[config.mk]
export PLATFORM = sky130hd
export DESIGN_NAME = weight_mem_arbiter_flat
export DESIGN_NICKNAME = d
export VERILOG_FILES = /design/src/rtl/weight_mem_arbiter_if.sv /design/src/rtl/weight_mem_arbiter.sv /design/src/flat_wrapper.sv
export SDC_FILE = /design/constraint.sdc
export NUM_CORES = 1
export LEC_CHECK = 0
export ABC_AREA = 1
export BUFFER_PORTS_ARGS = -buffer_cell sky130_fd_sc_hd__buf_2
export CAP_MARGIN = 10
export CORE_MARGIN = 2
export CORE_UTILIZATION = 30
export DETAILED_ROUTE_END_ITERATION = 7
export PLACE_DENSITY = 0.49
export SYNTH_ARGS = -nofsm -noshare
export SYNTH_HDL_FRONTEND = slang
export SYNTH_SLANG_ARGS = --single-unit
export TNS_END_PERCENT = 10
[constraint.sdc]
create_clock -name clk -period 1.4 [get_ports clk]
set_clock_uncertainty 0.15 [all_clocks]
set_input_delay 0.35 -clock clk [delete_from_list [all_inputs] [get_ports clk]]
set_output_delay 0.35 -clock clk [all_outputs]
set_load 0.05 [all_outputs]
[src/rtl/weight_mem_arbiter_if.sv]
// weight_mem_arbiter_if: requester handshakes and memory bus of the weight memory arbiter
interface weight_mem_arbiter_if #(
    parameter int ADDR_WIDTH = 7
);
    logic                  a_req, a_we, a_gnt, a_done;
    logic [ADDR_WIDTH-1:0] a_addr;
    logic [7:0]            a_wdata;
    logic                  b_req, b_we, b_gnt, b_done;
    logic [ADDR_WIDTH-1:0] b_addr;
    logic [7:0]            b_wdata;
    logic [7:0]            rdata;
    logic                  err, clear_done, busy;
    logic [ADDR_WIDTH-1:0] mem_addr;
    logic                  mem_wr_en;
    logic [7:0]            mem_wdata, mem_rdata;

    modport slave (
        input  a_req, a_we, a_addr, a_wdata, b_req, b_we, b_addr, b_wdata, mem_rdata,
        output a_gnt, a_done, b_gnt, b_done, rdata, err, clear_done, busy,
               mem_addr, mem_wr_en, mem_wdata
    );

    modport master (
        output a_req, a_we, a_addr, a_wdata, b_req, b_we, b_addr, b_wdata, mem_rdata,
        input  a_gnt, a_done, b_gnt, b_done, rdata, err, clear_done, busy,
               mem_addr, mem_wr_en, mem_wdata
    );
endinterface

[src/rtl/weight_mem_arbiter.sv]
// weight_mem_arbiter: zero-fills the weight memory, then arbitrates it between ports A and B
module weight_mem_arbiter #(
    parameter int ADDR_WIDTH   = 7,
    parameter int STORAGE_B    = 96,
    parameter int WR_CYCLES    = 1,
    parameter int STARVE_LIMIT = 4
) (
    input logic clk,
    input logic rst_n,
    weight_mem_arbiter_if.slave bus
);
    localparam int SW = $clog2(STARVE_LIMIT + 1);
    localparam logic [ADDR_WIDTH-1:0] LAST   = ADDR_WIDTH'(STORAGE_B - 1);
    localparam logic [ADDR_WIDTH:0]   LIMIT  = (ADDR_WIDTH + 1)'(STORAGE_B);
    localparam logic [1:0]            WLAST  = 2'(WR_CYCLES - 1);
    localparam logic [SW-1:0]         STARVE = SW'(STARVE_LIMIT);

    typedef enum logic [2:0] {CLEAR_WR, CLEAR_CLOSE, IDLE, RD_ADDR, RD_CAP, WR, WR_CLOSE} state_t;

    state_t                state;
    logic [ADDR_WIDTH-1:0] clr_addr;
    logic [1:0]            wcnt;
    logic [SW-1:0]         starve_cnt;
    logic                  cur_b, cur_err;
    logic                  pick_a, pick_b, sel_we, sel_err;
    logic [ADDR_WIDTH-1:0] sel_addr;
    logic [7:0]            sel_wdata;

    // Pick the IDLE winner: A has priority unless B has waited through STARVE_LIMIT A grants
    always_comb begin
        pick_b    = bus.b_req && (!bus.a_req || starve_cnt == STARVE);
        pick_a    = bus.a_req && !pick_b;
        sel_we    = pick_b ? bus.b_we : bus.a_we;
        sel_addr  = pick_b ? bus.b_addr : bus.a_addr;
        sel_wdata = pick_b ? bus.b_wdata : bus.a_wdata;
        sel_err   = {1'b0, sel_addr} >= LIMIT;
    end

    // Sequencer: every output is registered at the transition into the state that owns it
    always_ff @(posedge clk) begin
        if (!rst_n) begin
            state          <= CLEAR_WR;
            clr_addr       <= '0;
            wcnt           <= '0;
            starve_cnt     <= '0;
            cur_b          <= 1'b0;
            cur_err        <= 1'b0;
            bus.a_gnt      <= 1'b0;
            bus.a_done     <= 1'b0;
            bus.b_gnt      <= 1'b0;
            bus.b_done     <= 1'b0;
            bus.rdata      <= '0;
            bus.err        <= 1'b0;
            bus.clear_done <= 1'b0;
            bus.busy       <= 1'b0;
            bus.mem_addr   <= '0;
            bus.mem_wr_en  <= 1'b0;
            bus.mem_wdata  <= '0;
        end else begin
            bus.a_gnt  <= 1'b0;
            bus.b_gnt  <= 1'b0;
            bus.a_done <= 1'b0;
            bus.b_done <= 1'b0;
            bus.err    <= 1'b0;
            case (state)
                CLEAR_WR: begin
                    if (!bus.mem_wr_en) begin
                        bus.mem_wr_en <= 1'b1;
                        bus.busy      <= 1'b1;
                        bus.mem_addr  <= clr_addr;
                        bus.mem_wdata <= '0;
                    end else if (wcnt == WLAST) begin
                        bus.mem_wr_en <= 1'b0;
                        state         <= CLEAR_CLOSE;
                    end else begin
                        wcnt <= wcnt + 1'b1;
                    end
                end
                CLEAR_CLOSE: begin
                    if (clr_addr == LAST) begin
                        bus.clear_done <= 1'b1;
                        bus.busy       <= 1'b0;
                        state          <= IDLE;
                    end else begin
                        clr_addr      <= clr_addr + 1'b1;
                        bus.mem_addr  <= clr_addr + 1'b1;
                        bus.mem_wr_en <= 1'b1;
                        wcnt          <= '0;
                        state         <= CLEAR_WR;
                    end
                end
                IDLE: begin
                    if (pick_a || pick_b) begin
                        bus.a_gnt     <= pick_a;
                        bus.b_gnt     <= pick_b;
                        bus.busy      <= 1'b1;
                        cur_b         <= pick_b;
                        cur_err       <= sel_err;
                        bus.mem_addr  <= sel_addr;
                        bus.mem_wdata <= sel_wdata;
                        bus.mem_wr_en <= sel_we && !sel_err;
                        wcnt          <= '0;
                        starve_cnt    <= pick_b ? '0 : starve_cnt + SW'(bus.b_req);
                        state         <= sel_we ? WR : RD_ADDR;
                    end
                end
                RD_ADDR: state <= RD_CAP;
                RD_CAP: begin
                    bus.rdata  <= cur_err ? 8'h00 : bus.mem_rdata;
                    bus.a_done <= !cur_b;
                    bus.b_done <= cur_b;
                    bus.err    <= cur_err;
                    bus.busy   <= 1'b0;
                    state      <= IDLE;
                end
                WR: begin
                    if (wcnt == WLAST) begin
                        bus.mem_wr_en <= 1'b0;
                        state         <= WR_CLOSE;
                    end else begin
                        wcnt <= wcnt + 1'b1;
                    end
                end
                WR_CLOSE: begin
                    bus.a_done <= !cur_b;
                    bus.b_done <= cur_b;
                    bus.err    <= cur_err;
                    bus.busy   <= 1'b0;
                    state      <= IDLE;
                end
                default: state <= CLEAR_WR;
            endcase
        end
    end
endmodule

[src/flat_wrapper.sv]
// flat-port wrapper written by rule: the top's interface ports become plain ports
module weight_mem_arbiter_flat 
#(
    parameter int ADDR_WIDTH   = 7,
    parameter int STORAGE_B    = 96,
    parameter int WR_CYCLES    = 1,
    parameter int STARVE_LIMIT = 4
)
  (clk, rst_n, bus_a_req, bus_a_we, bus_a_addr, bus_a_wdata, bus_b_req, bus_b_we, bus_b_addr, bus_b_wdata, bus_mem_rdata, bus_a_gnt, bus_a_done, bus_b_gnt, bus_b_done, bus_rdata, bus_err, bus_clear_done, bus_busy, bus_mem_addr, bus_mem_wr_en, bus_mem_wdata);
  weight_mem_arbiter_if #(.ADDR_WIDTH(ADDR_WIDTH)) bus_i ();
  input logic clk;
  input logic rst_n;
  input wire logic [$bits(bus_i.a_req)-1:0] bus_a_req;
  input wire logic [$bits(bus_i.a_we)-1:0] bus_a_we;
  input wire logic [$bits(bus_i.a_addr)-1:0] bus_a_addr;
  input wire logic [$bits(bus_i.a_wdata)-1:0] bus_a_wdata;
  input wire logic [$bits(bus_i.b_req)-1:0] bus_b_req;
  input wire logic [$bits(bus_i.b_we)-1:0] bus_b_we;
  input wire logic [$bits(bus_i.b_addr)-1:0] bus_b_addr;
  input wire logic [$bits(bus_i.b_wdata)-1:0] bus_b_wdata;
  input wire logic [$bits(bus_i.mem_rdata)-1:0] bus_mem_rdata;
  output wire logic [$bits(bus_i.a_gnt)-1:0] bus_a_gnt;
  output wire logic [$bits(bus_i.a_done)-1:0] bus_a_done;
  output wire logic [$bits(bus_i.b_gnt)-1:0] bus_b_gnt;
  output wire logic [$bits(bus_i.b_done)-1:0] bus_b_done;
  output wire logic [$bits(bus_i.rdata)-1:0] bus_rdata;
  output wire logic [$bits(bus_i.err)-1:0] bus_err;
  output wire logic [$bits(bus_i.clear_done)-1:0] bus_clear_done;
  output wire logic [$bits(bus_i.busy)-1:0] bus_busy;
  output wire logic [$bits(bus_i.mem_addr)-1:0] bus_mem_addr;
  output wire logic [$bits(bus_i.mem_wr_en)-1:0] bus_mem_wr_en;
  output wire logic [$bits(bus_i.mem_wdata)-1:0] bus_mem_wdata;
  assign bus_i.a_req = bus_a_req;
  assign bus_i.a_we = bus_a_we;
  assign bus_i.a_addr = bus_a_addr;
  assign bus_i.a_wdata = bus_a_wdata;
  assign bus_i.b_req = bus_b_req;
  assign bus_i.b_we = bus_b_we;
  assign bus_i.b_addr = bus_b_addr;
  assign bus_i.b_wdata = bus_b_wdata;
  assign bus_i.mem_rdata = bus_mem_rdata;
  assign bus_a_gnt = bus_i.a_gnt;
  assign bus_a_done = bus_i.a_done;
  assign bus_b_gnt = bus_i.b_gnt;
  assign bus_b_done = bus_i.b_done;
  assign bus_rdata = bus_i.rdata;
  assign bus_err = bus_i.err;
  assign bus_clear_done = bus_i.clear_done;
  assign bus_busy = bus_i.busy;
  assign bus_mem_addr = bus_i.mem_addr;
  assign bus_mem_wr_en = bus_i.mem_wr_en;
  assign bus_mem_wdata = bus_i.mem_wdata;
  weight_mem_arbiter #(.ADDR_WIDTH(ADDR_WIDTH), .STORAGE_B(STORAGE_B), .WR_CYCLES(WR_CYCLES), .STARVE_LIMIT(STARVE_LIMIT)) u_core (.clk(clk), .rst_n(rst_n), .bus(bus_i));
endmodule
* Yosys cells after proc, flatten, opt, wreduce, memory -nomap -nowiden *
Index checks and enable logic that the tools add are counted.

word-level totals
  register bits = 48
  output and inout bits = 31
  word-level logic and storage cells = 98

operators by class
  add/subtract/negate cells = 3
  $lt $le $gt $ge = 1
  equality and inequality tests = 15
  muxes and demuxes = 34
  bitwise gates (word level) = 1
  reduce and logical (&&, ||, !) cells = 27

operators by type and width
  cell                 count
  $mux 8               4
  $mux 7               4
  $pmux 7 s3           1
  $reduce_and 4->1     5
  $mux 3               6
  $pmux 3 s6           1
  $pmux 8 s2           1
  $eq 3x3->1 const B   4
  $mux 2               5
  $ne 2x1->1 const B   5
  $mux 1               9
  $pmux 1 s4           2
  $pmux 2 s4           1
  $reduce_and 2->1     4
  $reduce_bool 4->1    2
  $add 7x1->7 const B  1
  $eq 7x7->1 const B   1
  $ge 7x7->1 const B   1
  $eq 3x2->1 const B   2
  $reduce_and 3->1     2
  $logic_not 1->1      4
  $ne 2x2->1 const B   2
  $add 3x1->3          1
  $eq 3x1->1 const B   1
  9 further kinds      12

* Depth between registers and ports, before layout *
  word-level depth = 9
  mapped depth = 12
  gate-level depth less buffers = 11

* Worst setup path after synthesis *
Ideal clock, no wire load.

  kind = register to register
  start point = reg u_core.clr_addr[0]
  end point = reg u_core.bus.busy
  arrival = 1308 ps
  data required time = 1118 ps
  setup slack = -190 ps
  cell stages (with the launch flop) = 9
  period minus slack after synthesis = 1590 ps
  path through = dfxtp_1 > ha_1 > nand2_1 > nor2_4 > nand3_1 > nand2_1 > o21ai_0 > o21ai_0 > a21oi_1

on the way
  word-level cells in the longest chain between the ends = 3

ends and longest elaborated chain
  item                               line                         RTL
  start: declaration                 weight_mem_arbiter.sv:21     logic [ADDR_WIDTH-1:0] clr_addr;
  start signal: assignment           weight_mem_arbiter.sv:85     clr_addr <= clr_addr + 1'b1;
  $eq 7x7->1                         weight_mem_arbiter.sv:80     if (clr_addr == LAST) begin
  $ne 2x1->1 (no source line)        -
  $reduce_and 4->1 (no source line)  -
  end signal: assignment             weight_mem_arbiter.sv:69     bus.busy <= 1'b1;
  end signal: assignment             weight_mem_arbiter.sv:82     bus.busy <= 1'b0;
  end signal: assignment             weight_mem_arbiter.sv:96     bus.busy <= 1'b1;
  end: declaration                   weight_mem_arbiter_if.sv:19  output a_gnt, a_done, b_gnt, b_done, rdata, err, clear_done, busy,

No other way between the ends.
A chain may end at the register's enable or synchronous reset.

* Worst setup path after layout *
  start point = reg u_core.state[0]
  end point = reg u_core.starve_cnt[2]

on the way
  word-level cells in the longest chain between the ends = 2

ends and longest elaborated chain
  item                               line                       RTL
  start: declaration                 weight_mem_arbiter.sv:20   state_t state;
  start signal: assignment           weight_mem_arbiter.sv:104  state <= sel_we ? WR : RD_ADDR;
  $eq 3x2->1                         weight_mem_arbiter.sv:65   case (state)
  $reduce_and 2->1 (no source line)  -
  end signal: assignment             weight_mem_arbiter.sv:103  starve_cnt <= pick_b ? '0 : starve_cnt + SW'(bus.b_req);
  end: declaration                   weight_mem_arbiter.sv:23   logic [SW-1:0] starve_cnt;

No other way between the ends.

==> impl_metrics.csv <==
group,metric,value,unit
logic_synthesis,synth_top_cell_by_area,"dfxtp_1",
floorplan,fp-row-count,32,
sta,fin_crit_sh,1.15,
grt,overflow,0,
setup_path,required,1.48,ns
sta,finalHoldViolCount,0,
sta,clock.fmax,623,MHz
clock_tree,clk_pin_slew,0.10,ns
clock_tree,cts-htree-levels,2,
logic_synthesis,synthCells,335,
floorplan,die_h,93.5,um
setup_path,cp_cell_sequence,"inv_4, nand3_4, buf_6, nor2_4, buf_4, nand2_1, xor2_1, nor3_1",
power_and_ir_drop,p_leak,1.74,nW
cells_and_area,fin_nets,526,
logic_synthesis,synthAdderAreaFrac,0.0208,
cells_and_area,fill_cells,789,
setup_path,crit_fanout,5,
logic_synthesis,synthSimpleGateAreaFrac,0.317,
sta,worst_slew_pin_slew,0.335,ns
placed_design,dp_cells,559,
clock_tree,clock-sinks,48,
cells_and_area,syn2layout_area_growth,58.1,%
clock_tree,clock_latency,0.30,ns
logic_synthesis,yosysTopAreaCellShare,0.400,
placed_design,gp_congestion,0.871,
sta,rsz0062_at_grt,"true",
setup_path,cp_slowest_stage_delay,0.38,ns
logic_synthesis,async_reset_ff_frac,0,
logic_synthesis,synth_area_per_cell,7.18,um2
logic_synthesis,ys_types,36,
cells_and_area,final_common_cell,"buf_4",
clock_tree,cts_tree,"yes",
grt,grt_pass1_vias,2414,
cells_and_area,stdcell_area,3800,um2
grt,grt_use_total,0.166,
grt,grt_max_degree,28,
floorplan,die_x,93.5,um
setup_path,worst_setup_path_start_kind,"register",
cells_and_area,drive_above_1_share,0.443,
cells_and_area,regArea,977,um2
detailed_routing,first_pass_iters,4,
cells_and_area,multiInputGateArea,1360,um2
worst_hold_path,min_path_type,"in -> reg",
placed_design,io_buffers,74,
detailed_routing,vias,2651,
logic_synthesis,synthXorXnorAreaFrac,0.0109,
cells_and_area,diodes,0,
floorplan,io_pins,75,
sta,postLayoutSetupSlackWorst,-0.204,ns
placed_design,dpl.hpwl,5.36,mm
logic_synthesis,synth_seq_area_share,0.400,
detailed_routing,ant_nets,0,
logic_synthesis,synth_compound_area_frac,0.171,
placed_design,post-place-ws,-0.255,ns
logic_synthesis,synthMuxAreaShare,0,
setup_path,critPathBufInv,3,
job,max_cap_viol_count,0,
detailed_routing,met3WireLength,212,um
logic_synthesis,synth_area,2400,um2
power_and_ir_drop,p_per_area,1400,nW/um2
detailed_routing,viasPerCell,4.56,
setup_path,crit_arrival,1.69,ns
logic_synthesis,postSynthNetCount,383,
clock_tree,cts_root_buf,"clkbuf_8",
clock_tree,hold_buffers,0,
floorplan,core,7730,um2
cells_and_area,fin_cells,581,
detailed_routing,drt_iter0_drc,52,
logic_synthesis,synth_top_family_by_area,"simple AND/OR/NAND/NOR gates",
logic_synthesis,synth_area_leaders,"dfxtp_1, nand2_1, nor2_1, a21oi_1, nand3_1",
detailed_routing,wl,7.25,mm
logic_synthesis,synth_flop_cell,"dfxtp_1",
grt,grt_pass1_wl,11.6,mm
grt,antenna_found_initial,0,
logic_synthesis,synth-edff-count,0,
setup_path,setup.worst_path.class,"reg -> reg",
detailed_routing,wl_met1,3.53,mm
sta,setup_violations,35,
setup_path,timing.critical_path.max_delay_family,"simple AND/OR/NAND/NOR gates",
placed_design,place_area,3300,um2
detailed_routing,drc,0,
detailed_routing,wl_per_cell,12.5,um
logic_synthesis,synth_seq_cells,48,
setup_path,worst_setup_path_end_kind,"register",
setup_path,slowest_stage,"dfxtp_4",
power_and_ir_drop,peakVddDrop,0.795,mV
cells_and_area,final_cell_mix,"buf_4, nand2_1, nor2_1, buf_2, dfxtp_1",
status,violations,"setup timing",
clock_tree,cts_buffers,5,
floorplan,initial_utilization,0.311,
detailed_routing,dr_wl_met2,3.38,mm
sta,slew_viol_final,0,
sta,maxSlewHeadroom,0.775,
logic_synthesis,ys_warn_count,0,
floorplan,die_area,8750,um2
detailed_routing,top_layer,"met4",
sta,min_period,1.60,ns
sta,fin_hold_ws,0.148,ns
clock_tree,cts_buffer_depth,2,
status,status,"finished, violations left",
## power breakdown
part,total [mW],internal [mW],switching (mW),leakage (nW)
logic,2.53,1.09,1.43,1.29
registers,1.69,1.55,0.141,0.393
clock network,1.09,0.585,0.506,0.0614
## Yosys cell counts (all sizes together), types with 2 or more instances
library cell   n
nand2         68
nor2          58
dfxtp         48
a21oi         38
o21ai         37
inv           32
nand3         24
nor3           6
buf            5
clkbuf         4
ha             4
xor2           3
nand4          2
## area by class of cell
| cell class | instances | share of cell area |
|---|---|---|
| multi-input combinational | 245 | 0.359 |
| timing repair inverter | 1 | 0.00132 |
| clock inverter | 2 | 0.0102 |
| inverter | 33 | 0.0398 |
| timing repair buffer | 144 | 0.277 |
| tap | 102 | 0.0336 |
| sequential | 48 | 0.257 |
| clock buffer | 6 | 0.0217 |
## worst reg2reg max path: cells and delay by family, from the launching register on
family | cells | cell delay (ns)
buf+inv | 3 | 0.39
simple gates | 4 | 0.48
flops | 1 | 0.38
xor+xnor | 1 | 0.13
## flip-flops by register name (all words and copies together) (netlist names)
name	count
u_core.bus.mem_wr_en	1
u_core.bus.mem_wdata	8
u_core.starve_cnt	3
u_core.bus.a_gnt	1
u_core.bus.busy	1
u_core.state	3
u_core.cur_err	1
u_core.bus.rdata	8
u_core.bus.b_gnt	1
u_core.clr_addr	7
u_core.cur_b	1
u_core.bus.err	1
u_core.bus.clear_done	1
u_core.wcnt	2
u_core.bus.a_done	1
u_core.bus.b_done	1
u_core.bus.mem_addr	7
## cells by family after synthesis
group,Yosys count
AO/OA/AOI/OAI,79
flip-flops,48
buffers and inverters,42
adder cells (fa/ha/maj),4
XOR/XNOR,3
AND/OR/NAND/NOR,159
## worst paths after layout
path	slack [ns]	to	start	cells after the start
min reg2reg	0.31	u_core.bus.a_done	u_core.cur_b	1
max	-0.20	u_core.starve_cnt[2]	u_core.state[0]	8
max reg2reg	-0.20	u_core.starve_cnt[2]	u_core.state[0]	8
min	0.15	u_core.bus.rdata[5]	bus_mem_rdata[5]	3
## metal layers
metal | vias up | track usage
li1 | 1384 | -
met1 | 1213 | 0.238
met2 | 44 | 0.257
met3 | 10 | 0.0258
met4 | 0 | 0.0519
met5 | - | 0
## stage by stage
step	utilization	power, mW	setup TNS (ns)
2_1_floorplan	-	2.98	-1.06
3_3_place_gp	0.426	3.82	-4.82
3_5_place_dp	0.426	3.82	-5.34
4_1_cts	0.464	5.16	-4.31
5_1_grt	0.492	5.63	-8.46
6_report	0.492	5.31	-4.61
## what timing repair did
action                     4_1_cts  5_1_grt
gates cloned                     0        1
pin swaps                        7       13
buffers inserted                 5        8
resized for setup               48       47
setup endpoints to repair       62       53
(Power assumes the default switching activity.)
